### src/rtl/dmem_pkg.sv
// Shared constants for the four-core DRAM port arbiter.
// State and op encodings are plain constants for legacy tools.
package dmem_pkg;

    localparam int NUM_CORES = 4;

    localparam logic [1:0] S_IDLE  = 2'b00;
    localparam logic [1:0] S_ISSUE = 2'b01;
    localparam logic [1:0] S_WAIT  = 2'b10;
    localparam logic [1:0] S_DONE  = 2'b11;

    localparam logic OP_RD = 1'b0;
    localparam logic OP_WR = 1'b1;

endpackage

### src/rtl/rr_pick4.sv
// Rotating-priority selector over four requesters.
// Scans rr, rr+1, ... mod 4 and returns the first pending index.
module rr_pick4 (
    input  logic [3:0] pending,
    input  logic [1:0] rr,
    output logic [1:0] winner,
    output logic       valid
);

    logic [1:0] idx;

    // Descending scan so the nearest slot to rr is the last to assign.
    always_comb begin
        winner = rr;
        valid  = 1'b0;
        idx    = rr;
        for (int i = 3; i >= 0; i--) begin
            idx = rr + 2'(i);
            if (pending[idx]) begin
                winner = idx;
                valid  = 1'b1;
            end
        end
    end

endmodule

### src/rtl/dmem_arbiter.sv
// Serialises four core request ports onto one DRAM port with
// round-robin fairness and same-address read coalescing.
module dmem_arbiter
    import dmem_pkg::*;
#(
    parameter int WIDTH    = 8,
    parameter int DRAM_LAT = 1
) (
    input  logic             Clk,
    input  logic             Rst,
    input  logic [WIDTH-1:0] AR_1,
    input  logic [WIDTH-1:0] AR_2,
    input  logic [WIDTH-1:0] AR_3,
    input  logic [WIDTH-1:0] AR_4,
    input  logic [WIDTH-1:0] DR_1,
    input  logic [WIDTH-1:0] DR_2,
    input  logic [WIDTH-1:0] DR_3,
    input  logic [WIDTH-1:0] DR_4,
    input  logic             mread_en1,
    input  logic             mread_en2,
    input  logic             mread_en3,
    input  logic             mread_en4,
    input  logic             mwrite_en1,
    input  logic             mwrite_en2,
    input  logic             mwrite_en3,
    input  logic             mwrite_en4,
    input  logic [WIDTH-1:0] MEM,
    output logic [WIDTH-1:0] Addrs,
    output logic [WIDTH-1:0] DataOut,
    output logic             mread_en,
    output logic             mwrite_en,
    output logic [WIDTH-1:0] MEM_1,
    output logic [WIDTH-1:0] MEM_2,
    output logic [WIDTH-1:0] MEM_3,
    output logic [WIDTH-1:0] MEM_4,
    output logic             memAV1,
    output logic             memAV2,
    output logic             memAV3,
    output logic             memAV4
);

    logic [WIDTH-1:0]     ar    [NUM_CORES];
    logic [WIDTH-1:0]     dr    [NUM_CORES];
    logic [WIDTH-1:0]     mem_q [NUM_CORES];
    logic [NUM_CORES-1:0] rd, wr, pend, co, mask, av, av_d;
    logic [1:0]           state, rr, win, pick;
    logic                 pick_v, op;
    logic [3:0]           cnt;

    assign ar[0] = AR_1;
    assign ar[1] = AR_2;
    assign ar[2] = AR_3;
    assign ar[3] = AR_4;
    assign dr[0] = DR_1;
    assign dr[1] = DR_2;
    assign dr[2] = DR_3;
    assign dr[3] = DR_4;

    assign rd = {mread_en4, mread_en3, mread_en2, mread_en1};
    assign wr = {mwrite_en4, mwrite_en3, mwrite_en2, mwrite_en1};

    // A core just served still shows its request for one cycle.
    assign pend = (rd | wr) & ~av_d;

    assign {memAV4, memAV3, memAV2, memAV1} = av;
    assign MEM_1 = mem_q[0];
    assign MEM_2 = mem_q[1];
    assign MEM_3 = mem_q[2];
    assign MEM_4 = mem_q[3];

    rr_pick4 u_pick (
        .pending(pend),
        .rr     (rr),
        .winner (pick),
        .valid  (pick_v)
    );

    // Serve set: winner, plus pure readers of the same address.
    always_comb begin
        co = '0;
        for (int i = 0; i < NUM_CORES; i++)
            co[i] = pend[i] & rd[i] & ~wr[i] & (ar[i] == ar[pick]);
        if (wr[pick])
            co = '0;
        co[pick] = 1'b1;
    end

    always_ff @(posedge Clk or posedge Rst) begin
        if (Rst) begin
            state     <= S_IDLE;
            rr        <= '0;
            win       <= '0;
            op        <= OP_RD;
            mask      <= '0;
            cnt       <= '0;
            av        <= '0;
            av_d      <= '0;
            Addrs     <= '0;
            DataOut   <= '0;
            mread_en  <= 1'b0;
            mwrite_en <= 1'b0;
            for (int i = 0; i < NUM_CORES; i++)
                mem_q[i] <= '0;
        end else begin
            mread_en  <= 1'b0;
            mwrite_en <= 1'b0;
            av        <= '0;
            av_d      <= av;
            unique case (state)
                S_IDLE: begin
                    if (pick_v) begin
                        win   <= pick;
                        op    <= wr[pick] ? OP_WR : OP_RD;
                        mask  <= co;
                        Addrs <= ar[pick];
                        if (wr[pick]) begin
                            DataOut   <= dr[pick];
                            mwrite_en <= 1'b1;
                        end else begin
                            mread_en <= 1'b1;
                        end
                        state <= S_ISSUE;
                    end
                end
                S_ISSUE: begin
                    if (op == OP_WR) begin
                        av    <= mask;
                        state <= S_DONE;
                    end else begin
                        cnt   <= 4'(DRAM_LAT - 1);
                        state <= S_WAIT;
                    end
                end
                S_WAIT: begin
                    if (cnt == 4'd0) begin
                        for (int i = 0; i < NUM_CORES; i++)
                            if (mask[i])
                                mem_q[i] <= MEM;
                        av    <= mask;
                        state <= S_DONE;
                    end else begin
                        cnt <= cnt - 4'd1;
                    end
                end
                S_DONE: begin
                    rr    <= win + 2'd1;
                    state <= S_IDLE;
                end
            endcase
        end
    end

endmodule

### config.mk
export PLATFORM = sky130hd
export DESIGN_NAME = dmem_arbiter
export DESIGN_NICKNAME = d
export VERILOG_FILES = /design/src/rtl/dmem_pkg.sv /design/src/rtl/rr_pick4.sv /design/src/rtl/dmem_arbiter.sv
export SDC_FILE = /design/constraint.sdc
export NUM_CORES = 1
export LEC_CHECK = 0
export CAP_MARGIN = 20
export CORE_MARGIN = 5
export CORE_UTILIZATION = 32
export CTS_CLUSTER_DIAMETER = 120
export CTS_CLUSTER_SIZE = 14
export DETAILED_ROUTE_END_ITERATION = 10
export PLACE_DENSITY_LB_ADDON = 0.15
export SLEW_MARGIN = 20
export SYNTH_ARGS = -nofsm -noshare
export SYNTH_HDL_FRONTEND = slang
export SYNTH_SLANG_ARGS = --single-unit
### constraint.sdc
create_clock -name Clk -period 2.7 [get_ports Clk]
set_clock_uncertainty 0.1 [all_clocks]
set_input_delay 0.405 -clock Clk [delete_from_list [all_inputs] [get_ports Clk]]
set_output_delay 0.405 -clock Clk [all_outputs]
set_load 0.03 [all_outputs]
* Word-level counts from Yosys, hierarchy flattened
Index checks and enable logic that the tools add are counted.
Widths: inputs -> output; s select.
** Operators by class
- Multipliers :: 0
- $lt $le $gt $ge :: 7
- Eq/ne operators :: 11
- Bitwise gates (word level) :: 21
- Shifts and indexed selects :: 0
- $add $sub $neg :: 5
- Reduce and logical (&&, ||, !) cells :: 12
- Mux-type cells :: 43
- Divide/modulo/power cells :: 0
** Operators with widths (count)
- $bmux 8 s2 :: 2
- $eq 8x8->1 :: 4
- $mux 8 :: 4
- $mux 4 :: 5
- $reduce_and 3->1 :: 6
- $mux 1 :: 17
- $pmux 4 s2 :: 2
- $lt 2x3->1 const B :: 5
- $and 1x1->1 :: 12
- $mux 2 :: 6
- $bmux 1 s2 :: 5
- $ne 2x2->1 const B :: 4
- $or 4x4->4 :: 2
- $pmux 2 s4 :: 1
- $add 2x1->2 const B :: 2
- $add 2x2->2 const B :: 2
- $and 4x4->4 :: 1
- $eq 2x2->1 const B :: 2
- $logic_not 4->1 :: 1
- $not 1->1 :: 4
- $not 4->4 :: 1
- $reduce_and 2->1 :: 2
- $sub 4x1->4 const B :: 1
- $ge 3x3->1 const B :: 1
- 7 further kinds :: 7
** Word-level totals
- Memory bits (read-only) :: 0
- Memory bits (writable) :: 0
- Register bits after elaboration :: 73
- Input port bits :: 82
- Bits in latches :: 0
- Memories kept :: 0

* Logic depth before layout (Yosys ltp)
Gate-level depths: netlist of the first run.
- Depth in word-level cells :: 16
- Depth in mapped cells :: 11

* Cells and area by module
A second synthesis of the first run with hierarchy kept.
** Unflattened totals
- Cells, all modules :: 389
- Area total of the unflattened synthesis :: 4410.5 um^2
** Modules (own cells, without submodules)
- dmem_arbiter :: area each 4310.4 um^2, instances 1, cells an instance 373
- rr_pick4 :: area each 100.1 um^2, instances 1, cells an instance 16

* Least setup slack after synthesis of the first run
Ideal clock, no wire load.
- Path type :: reg-to-reg
- Start point :: reg av_d[3]
- End point :: reg mask[0]
- Slack :: 0.234 ns
- Stages on the path, launching flop included :: 11
- Data arrival time :: 2.276 ns
- Clock period less this slack :: 2.466 ns
- Data required time :: 2.510 ns
- Setup time :: 0.090 ns
- Buffers on the path :: 1
- Path through :: dfrtp_1 -> o21ba_2 -> o221ai_1 -> a21oi_4 -> buf_6 -> mux2i_2 -> a22o_4 -> nor3_1 -> a2111oi_2 -> nand4_1 -> o221ai_1
** Between the ends
- Longest elaborated chain between the ends :: 16
** RTL lines
- start: declaration :: line dmem_arbiter.sv:45 : logic [NUM_CORES-1:0] rd, wr, pend, co, mask, av, av_d;
- start signal: assignment :: line dmem_arbiter.sv:108 : av_d <= av;
- $not 4->4 * :: line dmem_arbiter.sv:63 : assign pend = (rd | wr) & ~av_d;
- $and 4x4->4 * :: line dmem_arbiter.sv:63
- $bmux 1 s2 :: line rr_pick4.sv:19 : if (pending[idx]) begin
- $mux 1 (not written as such) :: line rr_pick4.sv:19
- $mux 2 (4 in a row) :: line rr_pick4.sv:19
- $not 2->3 (not written as such) :: line dmem_arbiter.sv:82 : co[i] = pend[i] & rd[i] & ~wr[i] & (ar[i] == ar[pick]);
- $bmux 8 s2 :: line dmem_arbiter.sv:82
- $mux 8 (not written as such) (2 in a row) :: line dmem_arbiter.sv:82
- $eq 8x8->1 :: line dmem_arbiter.sv:82
- $and 1x1->1 :: line dmem_arbiter.sv:82
- $mux 4 :: line dmem_arbiter.sv:83 : if (wr[pick])
- $or 4x4->4 (no source line)
- end signal: assignment :: line dmem_arbiter.sv:114 : mask <= co;
- end: declaration :: line dmem_arbiter.sv:45
Mark *: on every way between the ends. The rest lies on a longest branch, timed or not. The select of a mux whose other input is x is not followed.
A chain may end at the register's enable or synchronous reset.

* Final worst setup path of the first run
- Start point :: reg av_d[3]
- End point :: reg mask[3]
The elaborated chain is that of the path after synthesis.

==> key figures, run 1 <==
Run
  – Max Cap Violations: 0

Route
  – Routed WL per cell: 19.5 µm
  – Vias per cell: 5.21
  – Drt pass-1 iters: 5
  – Drt initial violations: ~430
  – Via count: 4,679
  – DRT antenna net count: 0
  – DRC viols: 0
  – WL final: 17,500 µm

Power and ir drop
  – Pwr/cell area: 1260 nW/µm²
  – Lkg Pwr: 3.32 nW
  – Peak supply drop: roughly 0.00074 V
  – Power, Total: 9.60 mW

Place
  – Port Buf Inserts: 135
  – GPL Wtd Cong: around 0.93
  – Dpl hpwl: 13,500 µm

Setup path
  – CP startpoint: av_d[3]
  – Worst Path Required: ~2.8 ns
  – Worst Path Buf+Inv: 5
  – WS Path Type: reg -> reg
  – Reg-to-reg setup timing slack: -0.04 ns
  – Slowest CP cell: dfrtp_1
  – Top cell by count, worst path: buf_4
  – CP Capture Type: register
  – Crit path launch type: register
  – WP data arrival: roughly 2.9 ns
  – CP Cell Sequence: o21ba_4 -> a311oi_2 -> a31o_2 -> buf_4 -> o21ai_4 -> buf_12 -> buf_6 -> buf_4 -> o22ai_1 -> a311oi_2 -> buf_4 -> nand4_1 -> o31ai_1
  – Crit-path max cell delay: 0.42 ns
  – Reg-to-Reg Start: av_d[3]
  – Critical path peak fanout: 8
  – Crit-path leading delay family: compound AO/OA/AOI/OAI gates

Layout
  – Antenna cells: 0
  – FILL cells: approximately 1,200
  – Area growth syn-to-layout: 70.2%
  – Layout cell share with drive strength beyond 1: 33.0%
  – Net count reported at finish: 802
  – Util after Layout: roughly 55%

Floorplanning
  – Chip Height: 128 µm
  – Std-Cell Rows: 43
  – Core area: 13,800 µm²
  – Die width: 128 µm
  – Die area: 16,500 µm²
  – Starting Density: approximately a third
  – Io pins: 136

Clocking
  – CTS tree: built
  – Root Buffer: clkbuf_16
  – Clock buffer depth: 2
  – Clock sink count: 73
  – TritonCTS buffer count: 9
  – CTS Hold Bufs: 0
  – Clock transition at path regs: approximately 0.06 ns
  – Worst-Skew Late Latency: 0.34 ns
  – H-tree level count: 3

STA
  – Max-slew headroom: between 50 and 60%
  – Setup WS post-layout: -0.0398 ns
  – Hold Fails Final Rpt: 0
  – Worst-margin pin slew: approximately 0.70 ns
  – Final period util: 101%
  – Period minus WS final: 2.74 ns
  – Final setup fails: 3
  – Achievable Freq: 0.365 GHz
  – Slew Viols, Final: 0
  – RSZ-0062 raised after global routing: yes
  – Setup tns final: -0.0736 ns

Run status
  – Run status: complete, but fails checks
  – Failing checks: setup timing

Global routing
  – Initial antenna violation count: 0
  – GR Util met1: between 20% and 30%
  – Met2 usage: 34.4%
  – GRT overflow: 0
  – Vias in the first global route: 4,884
  – GRT Max-Usage Layer: met2
  – Global-route wire length before repair: 26,600 µm
  – Largest net degree at the start of global routing: 35
  – Met3 Use GR: between 6 and 7%
  – GRT Total Usage: 20.8%

Synth
  – Gate Count Post-Synth: 455
  – Post-synth ARST share: 100%
  – Synth Area per Inst: 9.87 µm²
  – Post-synthesis register bit count: 73
  – Post-Syn Area: 4490 µm²
  – Register area share after synthesis: 40.7%
  – Synth Flop Type: dfrtp_1
  – Cell variety after synth: 70
  – EDFF count, synth: 0
  – Post-Syn Nets: 544
  – Yosys warnings: 0

Min path
  – Worst hold start: av[0]
  – HP Class: reg -> reg
==> flip-flops by register name, indices dropped and copies added, names as in the netlist, 2 cells and up <==
register,flops
Addrs,8
DataOut,8
MEM_1,8
MEM_2,8
MEM_3,8
MEM_4,8
av,4
av_d,4
cnt,4
mask,4
rr,2
state,2
win,2
==> cells in the mapped netlist, drive strengths merged (4+ instances only) <==
cell | n | area share, %
dfrtp | 73 | 41
mux2 | 43 | 11
nand2 | 37 | 3.1
o21ai | 37 | 4.4
nor2 | 33 | 2.8
inv | 29 | 2.4
a21oi | 20 | 2.5
mux2i | 20 | 4.5
o22ai | 15 | 2.1
buf | 12 | 1.6
o221ai | 11 | 2.7
nor3 | 10 | 1.1
a22oi | 7 | 1.2
and2 | 7 | 0.97
ha | 7 | 1.9
a22o | 6 | 1.4
clkbuf | 6 | 0.50
o211ai | 6 | 1.0
o32ai | 5 | 0.97
xor2 | 5 | 0.97
o21bai | 4 | 1.3
==> path summary, 6_finish.rpt <==
kind | depth (start not counted) | end
setup / recovery | 13 | mask[3]
hold / removal | 0 | av_d[0]
setup reg to reg | 13 | mask[3]
hold reg to reg | 0 | av_d[0]
max in group asynchronous | 3 | DataOut[2]
min in group asynchronous | 2 | MEM_1[1]
==> through the flow <==
stage | setup slack, ns | area, µm² | cells | hold WS [ns]
floorplan | 0.234 | 4490 | 455 | 0.358
global placement | -0.602 | 6880 | 864 | 0.263
detailed placement | -0.542 | 6880 | 864 | 0.264
CTS | -0.0291 | 7460 | 885 | 0.278
global route | -0.140 | 7650 | 898 | 0.291
finish | -0.0398 | 7650 | 898 | 0.275
==> power by group <==
group / internal, mW / switching, mW
sequential: 1.59 / 0.318
clock: 0.913 / 0.479
combinational: 3.15 / 3.15
==> cells in the final DEF, fill, tap and decap left out, types with 5 or more instances in the layout <==
cell type	Yosys	layout
a21oi_1	19	19
a22o_1	5	5
a22oi_1	7	7
and2_1	7	7
buf_12	0	5
buf_4	1	118
clkbuf_16	0	9
clkdlybuf4s50_1	0	127
dfrtp_1	73	71
dlygate4sd2_1	0	7
ha_1	7	7
inv_1	29	28
mux2_2	43	43
mux2i_1	19	18
nand2_1	37	37
nor2_1	33	28
nor3_1	10	8
o211ai_1	6	6
o21ai_0	34	30
o221ai_1	9	5
o22ai_1	15	14
xor2_1	5	5
==> layout make-up <==
type                            instances  area [µm²]  share of cell area (%)
Tap cell                              180         225                    2.94
Inverter                               29         109                    1.42
Sequential cell                        73        1830                    23.9
Clock inverter                          7         126                    1.65
Multi-Input combinational cell        335        2670                    34.9
Clock buffer                            9         225                    2.94
Timing Repair Buffer                  265        2460                    32.2
==> per-layer routing <==
| layer | up-vias | routed length [µm] |
|---|---|---|
| met5 | - | 0 |
| met1 | 2234 | 7280 |
| met4 | 0 | 436 |
| met2 | 177 | 8400 |
| met3 | 32 | 1380 |
| li1 | 2236 | - |
==> logic make-up after synthesis <==
| kind of cell | Yosys count | synth area share, % |
|---|---|---|
| xor gates and xnor gates | 8 | 1.56 |
| buffers and inverters | 47 | 4.51 |
| and+or+nand+nor | 110 | 11.3 |
| AOI/OAI and AO/OA | 147 | 24.7 |
| adders and majority gates | 7 | 1.95 |
| muxes | 63 | 15.3 |
| DFF | 73 | 40.7 |
==> what timing repair did <==
item	in CTS	in global routing
resized for setup	35	28
endpoints found under the setup margin	4	13
setup buffers	4	13
pin swaps	17	15
cloned	2	0
No activity file was read; power rests on OpenSTA's default activity.
==> inputs of run 2 (changes only) <==
--- a/config.mk
+++ b/config.mk
@@ -11,7 +11,7 @@
 export CTS_CLUSTER_DIAMETER = 120
 export CTS_CLUSTER_SIZE = 14
 export DETAILED_ROUTE_END_ITERATION = 10
-export PLACE_DENSITY_LB_ADDON = 0.15
+export PLACE_DENSITY = 0.69
 export SLEW_MARGIN = 20
 export SYNTH_ARGS = -nofsm -noshare
 export SYNTH_HDL_FRONTEND = slang
==> run 2 against run 1 <==
Against the previous run: maximum frequency grew 3.2%; routed wire length is 1.3% lower; worst hold slack lost 0.087 ns; non-clock buffer count shrank 5; die area is the same; final cell count down 0.33%; sequential cell count stayed put; global-route usage decreased by 0.074 points; largest power group unchanged; register-to-register slack gained 0.09 ns; the run now ends clean; total power is 2.8% lower; sequential power barely moved; highest routed layer unchanged; combinational power decreased by 1%.
==> key figures, run 2 (same netlist as run 1, synthesis figures left out) <==
Layout
  – Layout cell share with drive strength beyond 1: 33.3% (was 33.0%)
  – Multi-input logic area: 2760 µm² (was 2670 µm²)
  – Design area: 7600 µm² (was 7650 µm²)
  – Net count reported at finish: 799 (was 802)
  – Most frequent cells in the layout: 127 x clkdlybuf4s50_1, 114 x buf_4, 72 x dfrtp_1 (was 127 x clkdlybuf4s50_1, 118 x buf_4, 71 x dfrtp_1)
  – Area growth syn-to-layout: 69.2% (was 70.2%)
  – Layout Cells excl Fill: 895 (was 898)
  – FF/Latch Area: 1830 µm² (about the same)
  – Antenna cells: 0 (unchanged)
  – Commonest non-fill, non-tap cell in the layout: clkdlybuf4s50_1 (unchanged)
  – FILL cells: 1,233 (was 1,248)

STA
  – RSZ-0062 raised after global routing: yes (unchanged)
  – Worst-margin pin slew: 0.446 ns (was 0.699 ns)
  – Final setup fails: 0 (was 3)
  – Final period util: 98.3% (was 101%)
  – Slew Viols, Final: 0 (unchanged)
  – Period minus WS final: 2.65 ns (was 2.74 ns)
  – Max-slew headroom: 70.2% (was 53.3%)
  – Achievable Freq: 0.377 GHz (was 0.365 GHz)
  – Hold Fails Final Rpt: 0 (unchanged)

Global routing
  – Global-route wire length before repair: 27,300 µm (was 26,600 µm)
  – GRT Total Usage: 20.7% (was 20.8%)
  – Vias in the first global route: 5,047 (was 4,884)
  – Largest net degree at the start of global routing: 43 (was 35)
  – Initial antenna violation count: 0 (unchanged)
  – GRT overflow: 0 (unchanged)

Floorplanning
  – Std-Cell Rows: 43 (unchanged)
  – Starting Density: 32.5% (unchanged)
  – Die area: 16,500 µm² (unchanged)
  – Chip Height: 128 µm (unchanged)
  – Die width: 128 µm (unchanged)
  – Io pins: 136 (unchanged)
  – Core area: 13,800 µm² (unchanged)

Route
  – WL final: 17,300 µm (was 17,500 µm)
  – Vias per cell: 5.24 (was 5.21)
  – Routed WL per cell: 19.3 µm (was 19.5 µm)
  – DRC viols: 0 (unchanged)
  – Drt initial violations: 366 (was 432)
  – Drt pass-1 iters: 5 (unchanged)
  – Via count: 4,688 (was 4,679)
  – DRT antenna net count: 0 (unchanged)

Power and ir drop
  – Peak supply drop: 0.000816 V (was 0.000743 V)
  – NetSw: 3.91 mW (was 3.95 mW)
  – Sw Ratio: 41.9% (was 41.1%)
  – P_int: 5.42 mW (was 5.65 mW)
  – Power, Total: 9.33 mW (was 9.60 mW)
  – Lkg Pwr: 3.27 nW (was 3.32 nW)
  – Pwr/cell area: 1230 nW/µm² (was 1260 nW/µm²)
  – Combinational share of power: 66.5% (was 65.7%)
  – Clock group share of total power: 13.1% (was 14.5%)
  – Reg power frac: 20.4% (was 19.8%)

Setup path
  – Reg-to-Reg Start: av_d[3] (unchanged)
  – WS Path Type: reg -> reg (unchanged)
  – CP Capture Type: register (unchanged)
  – Crit path launch type: register (unchanged)
  – R2r worst-path depth: 12 (was 13)
  – Worst Path Required: 2.79 ns (was 2.84 ns)
  – Reg-to-reg setup timing slack: 0.05 ns (was -0.04 ns)
  – Critical path peak fanout: 7 (was 8)
  – Reg2reg end: mask[0] (was mask[3])
  – WP data arrival: 2.75 ns (was 2.88 ns)

Clocking
  – Root Buffer: clkbuf_16 (unchanged)
  – CTS tree: built (unchanged)
  – H-tree level count: 3 (unchanged)
  – Clock transition at path regs: 0.06 ns (about the same)
  – Clock sink count: 73 (unchanged)
  – Worst-Skew Late Latency: 0.33 ns (was 0.34 ns)
  – Clock buffer depth: 2 (unchanged)
  – TritonCTS buffer count: 9 (unchanged)

Place
  – Port Buf Inserts: 135 (unchanged)
  – Inst Count DP: 861 (was 864)
  – Dpl hpwl: 13,400 µm (was 13,500 µm)
  – Cell Area, Placed: 6850 µm² (was 6880 µm²)
  – GPL Wtd Cong: 0.963 (was 0.929)

Run
  – Max Cap Violations: 0 (unchanged)

Run status
  – Run status: finished clean (was complete, but fails checks)

Min path
  – HP Class: in -> async (was reg -> reg)
-- run 2: worst max path at each step --
stage	start	cells past startpoint	to	slack [ns]
floorplan	av_d[3]	10	mask[0]	0.23
global placement	mread_en1	11	mask[2]	-0.81
detailed placement	mread_en1	11	mask[2]	-0.75
CTS	av_d[1]	11	mask[2]	-0.01
global route	av_d[2]	10	mask[2]	-0.05
finish	av_d[3]	12	mask[0]	0.05
-- run 2: stage by stage --
step	hold slack, ns	utilization (%)	setup slack [ns]	setup TNS, ns
floorplan	0.358	-	0.234	0
global placement	0.264	49.5	-0.809	-10.17
detailed placement	0.264	49.5	-0.751	-10.69
CTS	0.184	53.0	-0.0118	-0.0118
global route	0.199	55.0	-0.0530	-0.102
finish	0.187	55.0	0.0462	0
-- run 2: repair_timing --
action	in CTS	in global routing
hold buffers	0	0
setup endpoints to repair	16	12
pin swaps	9	23
buffers inserted	4	12
cloned	1	1
hold endpoints to repair	0	0
resized for setup	32	45
-- run 2: critical path, stage by stage, from the launching register on --
cell and delay [ns]:
dfrtp_1 0.41, o21ba_4 0.29, o221ai_2 0.13, a21oi_4 0.18, buf_12 0.15, buf_6 0.16, mux2i_4 0.25, nor2_2 0.06
buf_4 0.14, nor4_4 0.21, a211oi_2 0.07, o211ai_1 0.18, o221ai_1 0.18
-- run 2: final cells by class --
type | instances | area share, %
multi-input combinational | 337 | 36.4
timing repair buffer | 260 | 31.1
sequential | 73 | 24.0
clock buffer | 14 | 3.60
tap | 180 | 2.96
inverter | 29 | 1.43
clock inverter | 2 | 0.461
-- run 2: layer usage --
metal  track usage [%]  wire length (µm)
met2              34.8              8280
met1              26.7              7180
met5                 0                 0
met4              5.93               424
met3              5.11              1390
-- run 2: power groups by stage --
stage	Combinational, mW	Clock, mW	Sequential [mW]
after floorplan	2.31	0	2.60
after global placement	5.45	0	1.87
after detailed placement	5.48	0	1.90
after CTS	5.76	1.24	1.91
after global routing	6.63	1.30	1.97
final	6.21	1.22	1.91
==> inputs of run 3 (changes only) <==
--- a/config.mk
+++ b/config.mk
@@ -11,7 +11,6 @@
 export CTS_CLUSTER_DIAMETER = 120
 export CTS_CLUSTER_SIZE = 14
 export DETAILED_ROUTE_END_ITERATION = 10
-export PLACE_DENSITY = 0.69
 export SLEW_MARGIN = 20
 export SYNTH_ARGS = -nofsm -noshare
 export SYNTH_HDL_FRONTEND = slang
==> run 3 against run 2 <==
Against the previous run: sequential cell count did not move; combinational power fell by 0.8%; highest routed layer unchanged; worst hold slack improved by 0.093 ns.
==> key figures, run 3 (same netlist as run 1, synthesis figures left out) <==
Global routing
  – GRT overflow: 0 (unchanged)
  – Largest net degree at the start of global routing: 56 (was 43)
  – Global-route wire length before repair: 26,500 µm (was 27,300 µm)
  – GRT Total Usage: 20.3% (was 20.7%)
  – Vias in the first global route: 4,907 (was 5,047)
  – Initial antenna violation count: 0 (unchanged)

Layout
  – Net count reported at finish: 790 (was 799)
  – Antenna cells: 0 (unchanged)
  – Multi-input logic area: 2690 µm² (was 2760 µm²)
  – Layout cell share with drive strength beyond 1: 31.7% (was 33.3%)
  – FF/Latch Area: 1830 µm² (unchanged)
  – Layout Cells excl Fill: 886 (was 895)
  – FILL cells: 1,241 (was 1,233)
  – Area growth syn-to-layout: 66.6% (was 69.2%)
  – Commonest non-fill, non-tap cell in the layout: clkdlybuf4s50_1 (unchanged)
  – Most frequent cells in the layout: 127 x clkdlybuf4s50_1, 105 x buf_4, 72 x dfrtp_1 (was 127 x clkdlybuf4s50_1, 114 x buf_4, 72 x dfrtp_1)

Clocking
  – CTS tree: built (unchanged)
  – Worst-Skew Late Latency: 0.33 ns (about the same)
  – H-tree level count: 3 (unchanged)
  – Clock sink count: 73 (unchanged)
  – TritonCTS buffer count: 9 (unchanged)
  – Root Buffer: clkbuf_16 (unchanged)
  – Clock buffer depth: 2 (unchanged)
  – Clock transition at path regs: 0.06 ns (about the same)

Route
  – WL final: 17,100 µm (was 17,300 µm)
  – Via count: 4,742 (was 4,688)
  – Routed WL per cell: 19.3 µm (about the same)
  – DRT antenna net count: 0 (unchanged)
  – DRC viols: 0 (unchanged)
  – Vias per cell: 5.35 (was 5.24)
  – Drt pass-1 iters: 5 (unchanged)
  – Drt initial violations: 423 (was 366)

Floorplanning
  – Die width: 128 µm (unchanged)
  – Chip Height: 128 µm (unchanged)
  – Die area: 16,500 µm² (unchanged)
  – Std-Cell Rows: 43 (unchanged)
  – Io pins: 136 (unchanged)
  – Core area: 13,800 µm² (unchanged)
  – Starting Density: 32.5% (unchanged)

Place
  – Inst Count DP: 853 (was 861)
  – Port Buf Inserts: 135 (unchanged)
  – Place WS: -0.627 ns (was -0.751 ns)
  – Dpl hpwl: 13,100 µm (was 13,400 µm)
  – GPL Wtd Cong: 0.984 (was 0.963)

STA
  – Worst-margin pin slew: 0.511 ns (was 0.446 ns)
  – Max-slew headroom: 65.8% (was 70.2%)
  – RSZ-0062 raised after global routing: yes (unchanged)
  – Slew Viols, Final: 0 (unchanged)
  – Final period util: 99.4% (was 98.3%)
  – Setup tns final: 0 ns (unchanged)
  – Hold Fails Final Rpt: 0 (unchanged)
  – Setup WS post-layout: 0.0172 ns (was 0.0462 ns)
  – Final setup fails: 0 (unchanged)
  – Achievable Freq: 0.373 GHz (was 0.377 GHz)
  – Period minus WS final: 2.68 ns (was 2.65 ns)

Setup path
  – CP startpoint: mwrite_en1 (was av_d[3])
  – Slowest CP cell: mux2_2 (was dfrtp_1)
  – Crit path launch type: primary input (was register)
  – Worst setup path endpoint: mask[0] (unchanged)
  – Crit-path max cell delay: 0.37 ns (was 0.41 ns)
  – Reg-to-Reg Start: av_d[3] (unchanged)
  – Top cell by count, worst path: buf_4
  – CP Capture Type: register (unchanged)
  – WS Path Type: in -> reg (was reg -> reg)
  – WP data arrival: 2.82 ns (was 2.75 ns)
  – Critical path peak fanout: 8 (was 7)
  – R2r worst-path depth: 11 (was 12)
  – Worst Path Required: 2.84 ns (was 2.79 ns)
  – Reg2reg end: mask[0] (unchanged)
  – Reg-to-reg setup timing slack: 0.04 ns (was 0.05 ns)
  – CP Cell Sequence: dlygate4sd2_1 -> o21bai_4 -> buf_4 -> o221ai_2 -> a21oi_4 -> buf_12 -> mux2_2 -> buf_4 -> o22ai_1 -> o32ai_1 -> a211oi_1 -> o211ai_1 -> o221ai_1 (was o21ba_4 -> o221ai_2 -> a21oi_4 -> buf_12 -> buf_6 -> mux2i_4 -> nor2_2 -> buf_4 -> nor4_4 -> a211oi_2 -> o211ai_1 -> o221ai_1)

Run
  – Max Cap Violations: 0 (unchanged)

Power and ir drop
  – Lkg Pwr: 3.22 nW (was 3.27 nW)
  – NetSw: 3.94 mW (was 3.91 mW)
  – Combinational share of power: 66.5% (about the same)
  – Pwr/cell area: 1240 nW/µm² (was 1230 nW/µm²)
  – Peak supply drop: 0.000798 V (was 0.000816 V)
  – Clock group share of total power: 13.0% (was 13.1%)
  – Sw Ratio: 42.5% (was 41.9%)
  – Power, Total: 9.27 mW (was 9.33 mW)
  – Reg power frac: 20.5% (was 20.4%)
  – P_int: 5.33 mW (was 5.42 mW)

Run status
  – Run status: finished clean (unchanged)

Min path
  – HP Class: reg -> reg (was in -> async)
run 3: changes by cell type in the layout (fill, tap and decap cells not counted), sizes merged:
cell,previous run,this run
clkinv,1,2
clkdlybuf4s15,1,0
clkbuf,15,10
o21bai,5,4
dlygate4sd2,6,8
buf,125,116
clkinvlp,0,3
inv,29,30
run 3: timing repair:
| item | in CTS | in global routing |
|---|---|---|
| hold buffers | 0 | 0 |
| cloned | 1 | 1 |
| pin swaps | 17 | 17 |
| setup buffers | 9 | 6 |
| gates resized for setup | 37 | 27 |
| setup endpoints to repair | 16 | 12 |
run 3: area by class of cell:
cell class                      count  area share [%]
Timing Repair Buffer              252            31.1
Tap cell                          180            3.01
Multi-Input combinational cell    336            35.9
Clock buffer                        9            3.01
Sequential cell                    73            24.4
Clock inverter                      7            1.05
Inverter                           29            1.45
run 3: how the worst min path moves through the flow:
stage	end	slack (ns)	startpoint	cells past startpoint
2_1_floorplan	rr[0]	0.36	win[0]	1
3_5_place_dp	av_d[1]	0.27	av[1]	0
6_report	av_d[1]	0.28	av[1]	0
5_1_grt	av_d[1]	0.30	av[1]	0
3_3_place_gp	av_d[1]	0.27	av[1]	0
4_1_cts	av_d[1]	0.28	av[1]	0
run 3: power groups by stage:
| stage | combinational [mW] | clock (mW) | sequential [mW] |
|---|---|---|---|
| floorplan | 2.31 | 0 | 2.60 |
| global placement | 5.43 | 0 | 1.87 |
| detailed placement | 5.44 | 0 | 1.89 |
| CTS | 5.84 | 1.23 | 1.90 |
| global route | 6.58 | 1.29 | 1.96 |
| finish | 6.16 | 1.21 | 1.90 |
run 3: layer usage:
layer  GRT usage, %  part of all wire (%)
met5              0                     0
met4           7.91                   3.2
met3           7.43                    10
met2           31.6                    45
met1           25.8                    41
run 3: per-stage QoR:
step | cell area [µm²] | hold WS, ns | util [%]
3_5_place_dp | 6790 | 0.266 | 49.1
4_1_cts | 7320 | 0.283 | 52.9
2_1_floorplan | 4490 | 0.358 | -
3_3_place_gp | 6790 | 0.270 | 49.1
5_1_grt | 7480 | 0.298 | 54.1
6_report | 7480 | 0.280 | 54.1
run 3: worst max-delay path, delay by kind of cell:
family / cells / cell delay (ns)
buffers and inverters: 4 / 0.76
muxes: 1 / 0.37
AOI/OAI and AO/OA: 8 / 1.27
